==> config.mk <==
export PLATFORM = sky130hd
export DESIGN_NAME = ssp_tx_ctrl
export DESIGN_NICKNAME = d
export VERILOG_FILES = /design/src/rtl/ssp_pkg.sv /design/src/rtl/ssp_clkgen.sv /design/src/rtl/ssp_tx_ctrl.sv
export SDC_FILE = /design/constraint.sdc
export NUM_CORES = 1
export LEC_CHECK = 0
export ABC_AREA = 1
export CAP_MARGIN = 20
export CORE_MARGIN = 5
export CORE_UTILIZATION = 28
export DETAILED_ROUTE_END_ITERATION = 10
export HOLD_SLACK_MARGIN = 0.1
export SLEW_MARGIN = 20
export SYNTH_ARGS = -nofsm -noshare
export SYNTH_HDL_FRONTEND = slang
export SYNTH_SLANG_ARGS = --single-unit
==> constraint.sdc <==
create_clock -name PCLK -period 1.9 [get_ports PCLK]
set_input_delay 0.19 -clock PCLK [delete_from_list [all_inputs] [get_ports PCLK]]
set_output_delay 0.19 -clock PCLK [all_outputs]
set_load 0.02 [all_outputs]
==> src/rtl/ssp_pkg.sv <==
// Shared sizing and state encoding for the SSP transmit path.
package ssp_pkg;

  localparam int unsigned SSP_DATA_W = 8;
  localparam int unsigned SSP_CNT_W  = $clog2(SSP_DATA_W);

  typedef enum logic [1:0] {
    IDLE,
    FRAME,
    SHIFT,
    LAST
  } tx_state_e;

endpackage

==> src/rtl/ssp_clkgen.sv <==
// PCLK/2 serial clock divider; strobes flag whether the current edge is a rise or a fall.
module ssp_clkgen (
  input  logic clk,
  input  logic rst_n,
  output logic sclk,
  output logic rise_c,
  output logic fall_c
);

  always_ff @(posedge clk or negedge rst_n) begin
    if (!rst_n) begin
      sclk <= 1'b0;
    end else begin
      sclk <= ~sclk;
    end
  end

  // The edge about to happen flips sclk, so its current level names the edge.
  assign rise_c = ~sclk;
  assign fall_c = sclk;

endmodule

==> src/rtl/ssp_tx_ctrl.sv <==
// Transmit sequencer for the SSP master: pops the TX FIFO and serialises each
// byte MSB-first behind a one-period SSPFSSOUT frame pulse.
module ssp_tx_ctrl
  import ssp_pkg::*;
#(
  parameter int unsigned DATA_W = SSP_DATA_W
) (
  input  logic              PCLK,
  input  logic              CLEAR_B,
  input  logic              fifo_empty,
  input  logic [DATA_W-1:0] fifo_rdata,
  output logic              fifo_rd,
  output logic              SSPCLKOUT,
  output logic              SSPFSSOUT,
  output logic              SSPTXD,
  output logic              SSPOE_B,
  output logic              tx_busy
);

  localparam int unsigned      CNT_W    = $clog2(DATA_W);
  localparam logic [CNT_W-1:0] CNT_LAST = CNT_W'(DATA_W - 1);

  tx_state_e         state_q, state_d;
  logic [DATA_W-1:0] shreg_q, shreg_d;
  logic [CNT_W-1:0]  cnt_q, cnt_d;
  logic              txd_d, fss_d, oe_b_d, rd_d, busy_d, load_c;
  logic              rise_c, fall_c;

  ssp_clkgen u_clkgen (
    .clk    (PCLK),
    .rst_n  (CLEAR_B),
    .sclk   (SSPCLKOUT),
    .rise_c (rise_c),
    .fall_c (fall_c)
  );

  // Next-state and next-output logic; frame decisions are taken only on rise edges.
  always_comb begin
    state_d = state_q;
    shreg_d = shreg_q;
    cnt_d   = cnt_q;
    txd_d   = SSPTXD;
    fss_d   = SSPFSSOUT;
    oe_b_d  = SSPOE_B;
    rd_d    = 1'b0;
    load_c  = 1'b0;

    unique case (state_q)
      IDLE: load_c = rise_c & ~fifo_empty;
      FRAME: begin
        if (fall_c) oe_b_d = 1'b0;
        if (rise_c) begin
          fss_d   = 1'b0;
          txd_d   = shreg_q[DATA_W-1];
          shreg_d = {shreg_q[DATA_W-2:0], 1'b0};
          cnt_d   = CNT_W'(1);
          state_d = SHIFT;
        end
      end
      SHIFT: begin
        if (rise_c) begin
          txd_d   = shreg_q[DATA_W-1];
          shreg_d = {shreg_q[DATA_W-2:0], 1'b0};
          if (cnt_q == CNT_LAST) begin
            if (fifo_empty) state_d = LAST;
            else            load_c  = 1'b1;
          end else begin
            cnt_d = cnt_q + CNT_W'(1);
          end
        end
      end
      LAST: begin
        // cnt is cleared at the LAST rise so the fall right after it can be told apart.
        if (rise_c) begin
          txd_d = 1'b0;
          cnt_d = '0;
        end else if (fall_c && cnt_q == '0) begin
          oe_b_d  = 1'b1;
          state_d = IDLE;
        end
      end
      default: state_d = IDLE;
    endcase

    if (load_c) begin
      shreg_d = fifo_rdata;
      rd_d    = 1'b1;
      fss_d   = 1'b1;
      state_d = FRAME;
    end

    busy_d = (state_d != IDLE);
  end

  always_ff @(posedge PCLK or negedge CLEAR_B) begin
    if (!CLEAR_B) begin
      state_q   <= IDLE;
      shreg_q   <= '0;
      cnt_q     <= '0;
      SSPTXD    <= 1'b0;
      SSPFSSOUT <= 1'b0;
      SSPOE_B   <= 1'b1;
      fifo_rd   <= 1'b0;
      tx_busy   <= 1'b0;
    end else begin
      state_q   <= state_d;
      shreg_q   <= shreg_d;
      cnt_q     <= cnt_d;
      SSPTXD    <= txd_d;
      SSPFSSOUT <= fss_d;
      SSPOE_B   <= oe_b_d;
      fifo_rd   <= rd_d;
      tx_busy   <= busy_d;
    end
  end

endmodule

Word level (Yosys, flattened, before mapping)
Cells that the tools add are included.
{"block": "totals", "in_bits": 11, "register_bits": 19}
{"block": "classes", "n_reduce_logical": 15, "muxes": 30, "n_addsub": 1, "bitwise": 3, "n_eq_ne": 13}
{"op": "$mux W8", "n": 3}
{"op": "$mux W2", "n": 7}
{"op": "$ne A2 B2 Y1 const B", "n": 7}
{"op": "$mux W3", "n": 4}
{"op": "$mux W1", "n": 11}
{"op": "$reduce_bool A2 Y1", "n": 5}
{"op": "$pmux W3 S3", "n": 1}
{"op": "$pmux W1 S2", "n": 3}
{"op": "$pmux W2 S3", "n": 1}
{"op": "$reduce_and A5 Y1", "n": 1}
{"op": "$eq A2 B2 Y1 const B", "n": 2}
{"op": "$ne A2 B1 Y1 const B", "n": 2}
{"op": "$reduce_and A2 Y1", "n": 2}
{"op": "$reduce_and A4 Y1", "n": 1}
{"op": "$add A3 B1 Y3 const B", "n": 1}
{"op": "$eq A3 B3 Y1 const B", "n": 1}
{"op": "$logic_not A3 Y1", "n": 1}
{"op": "$reduce_and A3 Y1", "n": 1}
{"op": "$reduce_bool A3 Y1", "n": 1}
{"op": "$eq A2 B1 Y1 const B", "n": 1}
{"op": "$logic_not A2 Y1", "n": 1}
{"op": "$not A1 Y1", "n": 2}
{"op": "$reduce_or A2 Y1", "n": 1}
{"op": "$and A1 B1 Y1", "n": 1}
{"op": "$logic_and A1 B1 Y1", "n": 1}

Depth between registers and ports, before layout
Gate-level depths: netlist of the first run.
{"block": "depth", "ltp_word": 7, "ltp_mapped": 10}

Modules after synthesis
A second synthesis of the first run with hierarchy kept.
{"block": "unflattened", "cells_unflattened": 148, "area_unflattened_um2": 1117.3}
{"module": "ssp_tx_ctrl", "area_per_inst_um2": 1081.0, "seq_area_each_um2": 451.7, "instances": 1, "cells_per_inst": 145}
{"module": "ssp_clkgen", "area_per_inst_um2": 36.3, "seq_area_each_um2": 25.0, "instances": 1, "cells_per_inst": 3}

Worst setup path after synthesis of the first run
No wires, ideal clock.
{"block": "synth_path", "kind": "flip-flop to flip-flop", "start": "register state_q[0]", "end": "register shreg_q[1]", "synth_period_minus_slack_ns": 1.420, "n_path_buf": 0, "path_stages_with_launch": 10, "arrival_ns": 1.303, "setup_slack_ns": 0.480, "setup_time_ns": 0.116, "path_cell_list": "dfrtp_1 inv_1 ha_1 nand2_2 a21oi_2 nand2_2 clkinv_4 nand2_2 nand2_1 nand2_1"}
{"block": "synth_via", "elab_chain_cells": 4, "word_cells_on_any_way": 9, "classes_between": "eq/ne: 3; mux: 2; reduce/logical: 4"}
{"item": "start: declaration", "line": "ssp_tx_ctrl.sv:23", "text": "tx_state_e state_q, state_d;"}
{"item": "start signal: assignment", "line": "ssp_tx_ctrl.sv:106", "text": "state_q <= state_d;"}
{"item": "$eq A2 B2 Y1, or another cell as far along", "line": "ssp_tx_ctrl.sv:48", "text": "unique case (state_q)"}
{"item": "$pmux W1 S2 / $reduce_or A2 Y1 (equally long branches)"}
{"item": "$ne A2 B2 Y1 (no line) / $reduce_bool A2 Y1 (equally long branches)"}
{"item": "$reduce_and A2 Y1 (no line)"}
{"item": "end signal: assignment", "line": "ssp_tx_ctrl.sv:107", "text": "shreg_q <= shreg_d;"}
{"item": "end: declaration", "line": "ssp_tx_ctrl.sv:24", "text": "logic [DATA_W-1:0] shreg_q, shreg_d;"}
Several ways; a longest one is shown, not always the timed one.
A chain may end at the register's enable or synchronous reset.

Worst setup path after layout of the first run
{"block": "layout_path", "start": "register SSPOE_B", "end": "output port SSPOE_B"}
{"item": "start: declaration", "line": "ssp_tx_ctrl.sv:16", "text": "output logic SSPOE_B,"}
{"item": "start signal: assignment", "line": "ssp_tx_ctrl.sv:102", "text": "SSPOE_B <= 1'b1;"}
{"item": "start signal: assignment", "line": "ssp_tx_ctrl.sv:111", "text": "SSPOE_B <= oe_b_d;"}
No word-level cell between the ends.

==> results.py, run 1 <==
metrics = {
    "status": {
        "outcome": "finished, final reports clean",
    },
    "logic_synthesis": {
        "syn_nets": 144,
        "ys_ff_latch": 19,
        "ys_types": 14,
        "yosys.area.top_type_share_pct": 45.5,
        "syn_avg_cell_area_um2": 7.85,
        "synth.yosys.warnings": 0,
        "netlist_area_um2": 990,
        "yosys-top-cells-area": "dfrtp_1 (46%), nand2_1 (20%), ha_1 (8.8%), inv_1 (5.7%), nand3_1 (5.1%)",
        "seq_area_frac_synth_pct": 48.2,
        "synth_cells": 126,
        "yosys.area.top_type": "dfrtp_1",
    },
    "critical_path": {
        "crit_required_ns": 1.71,
        "r2r.worst_path.cells": 9,
        "crit_end": "SSPOE_B",
        "slowest_delay_ns": 0.60,
        "startpoint_type": "flip-flop",
        "crit_buf_inv": 1,
        "cp-startpoint": "SSPOE_B",
        "arrival_ns": 1.46,
        "path_max_fanout": 2,
        "worstSetupPathDepth": 1,
        "worst-r2r-setup-slack_ns": 0.28,
        "crit_type": "reg2out",
        "setup.worst_path.end_class": "primary output",
        "critical_path.cell_chain": "clkdlybuf4s50_1",
        "critical-path-slowest-cell": "clkdlybuf4s50_1",
        "r2r-end": "shreg_q[5]",
        "critical_path.top_delay_family": "buffers and inverters",
        "reg2reg_from": "state_q[0]",
    },
    "place": {
        "gp_congestion": 0.909,
        "portBuffers": 16,
        "dp.cells": 189,
        "dp_hpwl_um": 1590,
    },
    "sta": {
        "tns_ns": 0,
        "worstMarginPinSlew_ns": 0.393,
        "hold_viol_final": 0,
        "rsz0062_at_grt": "no",
        "slew_headroom_pct": 73.7,
        "fmax_mhz": 607,
        "fin_crit_sh_pct": 86.7,
        "setup_viol": 0,
        "fin_crit_ns": 1.65,
        "finalClockSkew_ns": 0.0154,
        "whs_ns": 0.124,
        "maxSlewViolCount": 0,
    },
    "run": {
        "cap_violations": 0,
    },
    "detailed_routing": {
        "drt_iter0_drc": 23,
        "vias": 835,
        "post_drt_wl_per_cell_um": 10.4,
        "drt-total-wl_um": 2010,
        "first_pass_iters": 4,
        "routed_via_density": 4.33,
        "drcViolationCount": 0,
        "ant_nets": 0,
    },
    "floorplanning": {
        "die_area_mm2": 0.00482,
        "rows": 21,
        "dieWidth_um": 69.5,
        "coreArea_mm2": 0.00339,
        "die_h_um": 69.5,
        "start_util_pct": 29.2,
        "design.portCount": 17,
    },
    "worst_hold_path": {
        "hold_class": "in2async",
    },
    "clocking": {
        "cts_setup_buffers": 0,
        "cts_buffer_depth": 2,
        "clock_sinks": 19,
        "htreeDepth": 1,
        "clk_root_buffer_cell": "clkbuf_4",
        "cts_resized": 0,
        "path_clk_slew_ns": 0.12,
        "clk_latency_ns": 0.31,
        "holdBufCountCts": 0,
        "cts_tree": "done",
        "cts-buffers-inserted": 3,
    },
    "global_route": {
        "grt_pass1_wl_um": 3500,
        "grt_overflow": 0,
        "grt_max_degree": 14,
        "antenna_found_initial": 0,
        "grt_pass1_vias": 839,
        "grtUsageTotal_pct": 8.70,
    },
    "final_layout": {
        "final_cell_mix": "nand2_1 (53), dfrtp_1 (18), clkdlybuf4s50_1 (16)",
        "syn_to_final_growth_pct": 25.8,
        "layout-drive-gt1-share_pct": 7.48,
        "final_nets": 166,
        "mostFrequentLayoutCell": "nand2_1",
        "antenna_cells": 0,
        "final_cells": 193,
        "fin_util_pct": 36.7,
    },
    "power": {
        "leakage_nw": 0.620,
        "p_per_area_mw_per_mm2": 1250,
        "ir_worst_vdd_mv": 0.312,
    },
}
-- metrics by stage --
stage / worst slack, ns / area (µm²) / power [mW]
final: 0.253 / 1240 / 1.56
after global placement: 0.319 / 1210 / 1.35
after global routing: 0.150 / 1240 / 1.70
after floorplan: 0.480 / 990 / 1.13
after CTS: 0.231 / 1240 / 1.58
after detailed placement: 0.271 / 1210 / 1.36
-- cell usage after synthesis (all sizes together) --
| library cell | number |
|---|---|
| nand2 | 56 |
| dfrtp | 18 |
| inv | 15 |
| nand3 | 10 |
| ha | 7 |
| o21ai | 6 |
| a21oi | 5 |
| nor2 | 5 |
| a31oi | 1 |
| clkinv | 1 |
| dfstp | 1 |
| o22a | 1 |
-- metal layers --
layer  vias to the layer above  share of wire, %  track usage (%)
met5                         -                 0                0
met4                         0                 0             3.25
met3                         0               3.8             2.61
met2                        14                50             14.7
li1                        439                 -                -
met1                       382                47             10.3
-- state kept, by name, indices dropped and copies added (netlist names) --
register	cells
fifo_rd	1
state_q	2
cnt_q	3
SSPFSSOUT	1
SSPTXD	1
u_clkgen.fall_c	1
SSPOE_B	1
tx_busy	1
shreg_q	8
-- cell type report --
| type | instances | area (µm²) |
|---|---|---|
| fillers | 363 | 2140 |
| flip-flops and latches | 19 | 477 |
| multi-input cells | 91 | 448 |
| repair buffers | 17 | 168 |
| inverters | 16 | 65.1 |
| well taps | 46 | 57.6 |
| clock buffers | 3 | 22.5 |
| clock inverters | 1 | 7.51 |
-- cells by family after synthesis --
group	share of synthesized area (%)
simple gates	29.0
fa+ha+maj	8.85
flops	48.2
buf+inv	6.57
compound gates	7.46
-- power by group --
group	switching [mW]	internal (mW)	total [mW]
Combinational	0.371	0.293	0.664
Clock	0.132	0.0802	0.212
Sequential	0.107	0.574	0.680
-- how the worst min path moves through the flow --
stage | start | end | slack [ns] | cells after the start
detailed placement | shreg_q[1] | shreg_q[1] | 0.47 | 2
CTS | CLEAR_B | cnt_q[2] | 0.13 | 1
global route | CLEAR_B | cnt_q[2] | 0.15 | 1
finish | CLEAR_B | cnt_q[2] | 0.12 | 1
global placement | CLEAR_B | cnt_q[2] | 0.48 | 1
floorplan | CLEAR_B | SSPFSSOUT | -0.11 | 0
Note: power is estimated with default switching activity, not from simulation.
==> run 2: changes to the inputs <==
- CAP_MARGIN: 20 -> 10
- CTS_CLUSTER_DIAMETER: default -> 200
- MAX_ROUTING_LAYER: default -> met4
==> results of run 2 <==
Final layout, timing and power as in run 1 (identical DEF).
Among the figures that moved: final weighted congestion in routability-driven placement 0.909 -> 0.925; overall routing resource usage 8.70% -> 8.94%
